--- src/rtl/demux_pkg.sv ---
// -----------------------------------------------------------------------------
// demux_pkg
// Shared constants and types for the registered demultiplexer.
//   SEL_W_DEF  : default select width
//   DATA_W_DEF : default data width per output lane
//   n_out()    : number of output lanes for a given select width
//   sel_t      : lane index at the default select width
// Optional feature macro used by the top level: DEMUX_HOLD_EN.
// -----------------------------------------------------------------------------
package demux_pkg;

   localparam int SEL_W_DEF  = 2;
   localparam int DATA_W_DEF = 1;

   // Every select code addresses a lane, so there is no out-of-range select.
   function automatic int n_out(input int sel_w);
      return 1 << sel_w;
   endfunction

   localparam int N_OUT_DEF = n_out(SEL_W_DEF);

   typedef logic [SEL_W_DEF-1:0] sel_t;

endpackage

--- src/rtl/demux_if.sv ---
// -----------------------------------------------------------------------------
// demux_if
// Bus bundle between a driver and the demultiplexer.
//   Y : data to route                 (DATA_W bits)
//   S : binary lane select            (SEL_W bits)
//   E : enable, active-high
//   I : output lanes, lane k at [k*DATA_W +: DATA_W]
// Modports: master drives Y/S/E and observes I; slave is the demultiplexer.
// -----------------------------------------------------------------------------
interface demux_if
   import demux_pkg::*;
#(
   parameter int SEL_W  = SEL_W_DEF,
   parameter int DATA_W = DATA_W_DEF
);

   localparam int N_OUT = n_out(SEL_W);

   logic [DATA_W-1:0]       Y;
   logic [SEL_W-1:0]        S;
   logic                    E;
   logic [N_OUT*DATA_W-1:0] I;

   modport master (output Y, output S, output E, input I);
   modport slave  (input Y, input S, input E, output I);

endinterface

--- src/rtl/demux_decoder.sv ---
// -----------------------------------------------------------------------------
// demux_decoder
// Combinational binary-to-one-hot decoder gated by an enable.
//   sel    : binary lane select (SEL_W bits)
//   en     : enable; 0 forces all outputs low
//   onehot : N_OUT bits, at most one set
// -----------------------------------------------------------------------------
module demux_decoder
   import demux_pkg::*;
#(
   parameter int SEL_W = SEL_W_DEF,
   localparam int N_OUT = n_out(SEL_W)
) (
   input  logic [SEL_W-1:0] sel,
   input  logic             en,
   output logic [N_OUT-1:0] onehot
);

   always_comb begin
      // NOTE: assign a default before any branch so no path leaves the output
      // unassigned; otherwise a latch is inferred.
      onehot = '0;
      // An X/Z select makes every equality unknown, so no bit is set and the
      // output stays all zeros in simulation; synthesis sees a plain decoder.
      for (int k = 0; k < N_OUT; k++) begin
         if (en && (sel == SEL_W'(k))) begin
            onehot[k] = 1'b1;
         end
      end
   end

endmodule

--- src/rtl/demultiplexer.sv ---
// -----------------------------------------------------------------------------
// demultiplexer
// Registered 1-to-N_OUT demultiplexer: on each rising clk edge lane S of I is
// loaded with Y and every other lane with zero (one cycle latency).
//   clk : rising-edge clock
//   rst : asynchronous, active-high reset; clears I
//   bus : demux_if.slave carrying Y, S, E (in) and I (out)
// Build option DEMUX_HOLD_EN: when defined, an edge with E=0 keeps the
// previous I instead of clearing it. Reset clears I in either build.
// -----------------------------------------------------------------------------
module demultiplexer
   import demux_pkg::*;
#(
   parameter int SEL_W  = SEL_W_DEF,
   parameter int DATA_W = DATA_W_DEF,
   localparam int N_OUT = n_out(SEL_W)
) (
   input  logic    clk,
   input  logic    rst,
   demux_if.slave  bus
);

   logic [N_OUT-1:0]        lane_sel;
   logic [N_OUT*DATA_W-1:0] lane_d;

   demux_decoder #(
      .SEL_W (SEL_W)
   ) u_decoder (
      .sel    (bus.S),
      .en     (bus.E),
      .onehot (lane_sel)
   );

   // Steer Y onto the decoded lane; the decoder already folds in E, so a
   // disabled cycle produces all-zero next-state data.
   always_comb begin
      lane_d = '0;
      for (int k = 0; k < N_OUT; k++) begin
         lane_d[k*DATA_W +: DATA_W] = lane_sel[k] ? bus.Y : '0;
      end
   end

   // NOTE: sequential state uses non-blocking assignment so every register
   // samples pre-edge values regardless of process ordering.
   always_ff @(posedge clk or posedge rst) begin
      if (rst) begin
         bus.I <= '0;
      end else begin
`ifdef DEMUX_HOLD_EN
         if (bus.E) begin
            bus.I <= lane_d;
         end
`else
         bus.I <= lane_d;
`endif
      end
   end

endmodule

--- src/flat_wrapper.sv ---
// flat-port wrapper written by rule: the top's interface ports become plain ports
module demultiplexer_flat import demux_pkg::*;
#(
   parameter int SEL_W  = SEL_W_DEF,
   parameter int DATA_W = DATA_W_DEF,
   localparam int N_OUT = n_out(SEL_W)
)
  (clk, rst, bus_Y, bus_S, bus_E, bus_I);
  demux_if #(.SEL_W(SEL_W), .DATA_W(DATA_W)) bus_i ();
  input  logic clk;
  input  logic rst;
  input wire logic [$bits(bus_i.Y)-1:0] bus_Y;
  input wire logic [$bits(bus_i.S)-1:0] bus_S;
  input wire logic [$bits(bus_i.E)-1:0] bus_E;
  output wire logic [$bits(bus_i.I)-1:0] bus_I;
  assign bus_i.Y = bus_Y;
  assign bus_i.S = bus_S;
  assign bus_i.E = bus_E;
  assign bus_I = bus_i.I;
  demultiplexer #(.SEL_W(SEL_W), .DATA_W(DATA_W)) u_core (.clk(clk), .rst(rst), .bus(bus_i));
endmodule
--- config.mk ---
export PLATFORM = sky130hd
export DESIGN_NAME = demultiplexer_flat
export DESIGN_NICKNAME = d
export VERILOG_FILES = /design/src/rtl/demux_pkg.sv /design/src/rtl/demux_if.sv /design/src/rtl/demux_decoder.sv /design/src/rtl/demultiplexer.sv /design/src/flat_wrapper.sv
export SDC_FILE = /design/constraint.sdc
export NUM_CORES = 1
export LEC_CHECK = 0
export ABC_AREA = 1
export CORE_AREA = 3 3 40 42
export CTS_CLUSTER_SIZE = 14
export DETAILED_ROUTE_END_ITERATION = 6
export DIE_AREA = 0 0 43 45
export SYNTH_ARGS = -nofsm -noshare
export SYNTH_HDL_FRONTEND = slang
export SYNTH_SLANG_ARGS = --single-unit
export TNS_END_PERCENT = 100
--- constraint.sdc ---
create_clock -name clk -period 0.8 [get_ports clk]
set_clock_uncertainty 0.05 [all_clocks]
set_input_delay 0.08 -clock clk [delete_from_list [all_inputs] [get_ports clk]]
set_output_delay 0.08 -clock clk [all_outputs]
set_load 0.1 [all_outputs]
==> flow_summary.yaml, run 1 <==
status:
  status: "complete, but fails checks"
  failed_checks: "negative setup slack"
power_and_ir_drop:
  internal-power_uw: 426
  switching_power_uw: 139
  p_leak_uw: 0.000149
  p_comb_share_pct: 18.8
  p_clk_share_pct: 43.3
  pwr-share-seq_pct: 37.8
  power_uw: 565
  swShare_pct: 24.6
  p_per_area_nw_per_um2: 1720
  ir_drop_mv: 0.316
drt:
  vias_per_cell: 3.00
  drtIter0Drc: 0
  via_count: 129
  wl_per_cell_um: 6.00
  wirelength_um: 258
  ant_nets: 0
  drcViolationCount: 0
  first_pass_iters: 1
setup_path:
  crit_arrival_ns: 0.80
  cp_max_fo: 1
  worst-setup-path-type: "register to output pin"
  max_stage_delay_ns: 0.40
  worstSetupEndpointType: "output pin"
  slowest_stage: "dfrtp_2"
  start_kind: "register"
  crit_family: "flip-flops"
  required_ns: 0.67
  path_buf_inv: 1
  worstPathCellList: "buf_12"
logic_synthesis:
  synth_warnings: 0
  synth_area_leaders: "dfrtp_1, nand2_1, nor2_1, inv_1"
  syn-cell-area_um2: 141
  synth_seq_cells: 4
  synth_nets: 21
  syn_inst: 15
  syn_area_per_cell_um2: 9.43
  synth_top_area_share_pct: 70.8
  synth_seq_area_share_pct: 70.8
  synth.distinct_cells: 4
  synth.largest_area_cell: "dfrtp_1"
die:
  rows: 13
  die_h_um: 45
  coreArea_um2: 1280
  die_area_um2: 1940
  start_util_pct: 11.0
  io_pins: 10
  dieWidth_um: 43
global_routing:
  grt_pass1_vias: 127
  grt_first_pass_wirelength_um: 414
  gr-total-overflow: 0
  grt_util_all_layers_pct: 3.43
  antenna_found_initial: 0
  grt_max_degree: 5
timing:
  hold_viol_final: 0
  period_share_pct: 117
  worst_slack_ns: -0.132
  rsz0062_at_grt: "true"
  worst_pin_slew_ns: 0.0897
  fin_crit_ns: 0.932
  max_freq_mhz: 1070
  slew_headroom_pct: 94.0
  final_max_slew_viol_count: 0
  setup-violations-final: 4
final_layout:
  largest_reg_flops: 4
  final_area_um2: 328
  regMostFlops: "u_core.bus.I"
  mostFrequentLayoutCells: "clkdlybuf4s50_1, nand2_1, nor2_1, buf_12, dfrtp_2"
  syn2layout_area_growth_pct: 132
  final_common_cell: "clkdlybuf4s50_1"
  layout-drive-gt1-share_pct: 42.9
  fillers: 141
  post-route-util_pct: 25.5
  finish.net_count: 36
  n_antenna_cell: 0
  largestRegisters: "u_core.bus.I (4)"
hold_path:
  min_from: "bus_Y"
  hp-class: "primary input to register"
  whs_path_depth: 3
  min_to: "u_core.bus.I[1]$_DFF_PP0_"
clock_network:
  numCtsBuffers: 3
  clock-root-buffer: "clkbuf_4"
  cts_tree: "built"
  htree_levels: 1
  path_clk_slew_ns: 0.04
  clock_path_buffers: 2
  clock_sinks: 4
flow_run:
  cap_violations: 0
place:
  post-dp-hpwl_um: 224
  gp_congestion: 0.610
  placed_area_um2: 295
  io_buffers: 9
[power groups by stage]
stage / registers (uW) / clock network (uW) / logic (uW)
floorplan: 252 / 0 / 13.5
global placement: 216 / 0 / 102
detailed placement: 216 / 0 / 103
CTS: 214 / 262 / 107
global route: 214 / 271 / 113
finish: 214 / 245 / 106
[how the worst max path moves through the flow]
| stage | start | to | slack [ns] | depth (start not counted) |
|---|---|---|---|---|
| global placement | bus_S[1] | u_core.bus.I[0]$_DFF_PP0_ | -0.08 | 4 |
| floorplan | u_core.bus.I[0]$_DFF_PP0_ | bus_I[0] | 0.02 | 0 |
| global route | u_core.bus.I[3]$_DFF_PP0_ | bus_I[3] | -0.15 | 1 |
| finish | u_core.bus.I[3]$_DFF_PP0_ | bus_I[3] | -0.13 | 1 |
| detailed placement | bus_S[1] | u_core.bus.I[0]$_DFF_PP0_ | -0.08 | 4 |
| CTS | u_core.bus.I[3]$_DFF_PP0_ | bus_I[3] | -0.15 | 1 |
[Yosys cell counts, drive strengths merged]
| library cell | count |
|---|---|
| dfrtp | 4 |
| inv | 3 |
| nor2 | 4 |
| nand2 | 4 |
[worst min-delay path, cell delays in order]
cell	delay (ns)
clkdlybuf4s50_1	0.41
nand2_1	0.09
nor2_1	0.04
[logic make-up (layout without fill, tap and decap cells)]
kind of cell,after synthesis,after routing,synth area share [%]
buffers and inverters,3,16,7.96
DFF,4,4,70.8
and+or+nand+nor,8,8,21.2
[what timing repair did]
action	in CTS	in global routing
endpoints found under the hold margin	4	0
gates resized for setup	0	1
hold buffers	1	0
endpoints found under the setup margin	4	8
buffers inserted	0	0
[final cells by class]
class,instances,area (um^2),area share (%)
timing repair buffer,10,140,42.7
sequential,4,105,32.1
multi-input combinational,8,30.0,9.16
clock buffer,3,22.5,6.87
tap,15,18.8,5.73
inverter,3,11.3,3.44
[metrics by stage]
step	setup TNS [ns]	instances	hold WS [ns]	worst slack (ns)
after floorplan	0	15	-0.204	0.0243
after global placement	-0.276	39	0.221	-0.0773
after detailed placement	-0.280	39	0.223	-0.0790
after CTS	-0.573	43	0.368	-0.145
after global routing	-0.591	43	0.407	-0.150
final	-0.523	43	0.374	-0.132
[layer usage]
metal	track usage (%)	up-vias	wire length, um
li1	-	69	-
met1	2.93	47	108
met2	4.19	11	94
met3	0	2	37
met4	9.04	0	17
met5	0	-	0
Note: power is estimated with default switching activity, not from simulation.
==> run 2: changes to the inputs <==
--- a/config.mk
+++ b/config.mk
@@ -10,6 +10,7 @@
 export CTS_CLUSTER_SIZE = 14
 export DETAILED_ROUTE_END_ITERATION = 6
 export DIE_AREA = 0 0 43 45
+export SLEW_MARGIN = 20
 export SYNTH_ARGS = -nofsm -noshare
 export SYNTH_HDL_FRONTEND = slang
 export SYNTH_SLANG_ARGS = --single-unit
==> results of run 2 <==
Final layout, timing and power as in run 1 (identical DEF).
==> run 3: changes to the inputs <==
--- a/config.mk
+++ b/config.mk
@@ -10,7 +10,6 @@
 export CTS_CLUSTER_SIZE = 14
 export DETAILED_ROUTE_END_ITERATION = 6
 export DIE_AREA = 0 0 43 45
-export SLEW_MARGIN = 20
 export SYNTH_ARGS = -nofsm -noshare
 export SYNTH_HDL_FRONTEND = slang
 export SYNTH_SLANG_ARGS = --single-unit
==> results of run 3 <==
Final layout, timing and power as in run 1 (identical DEF).
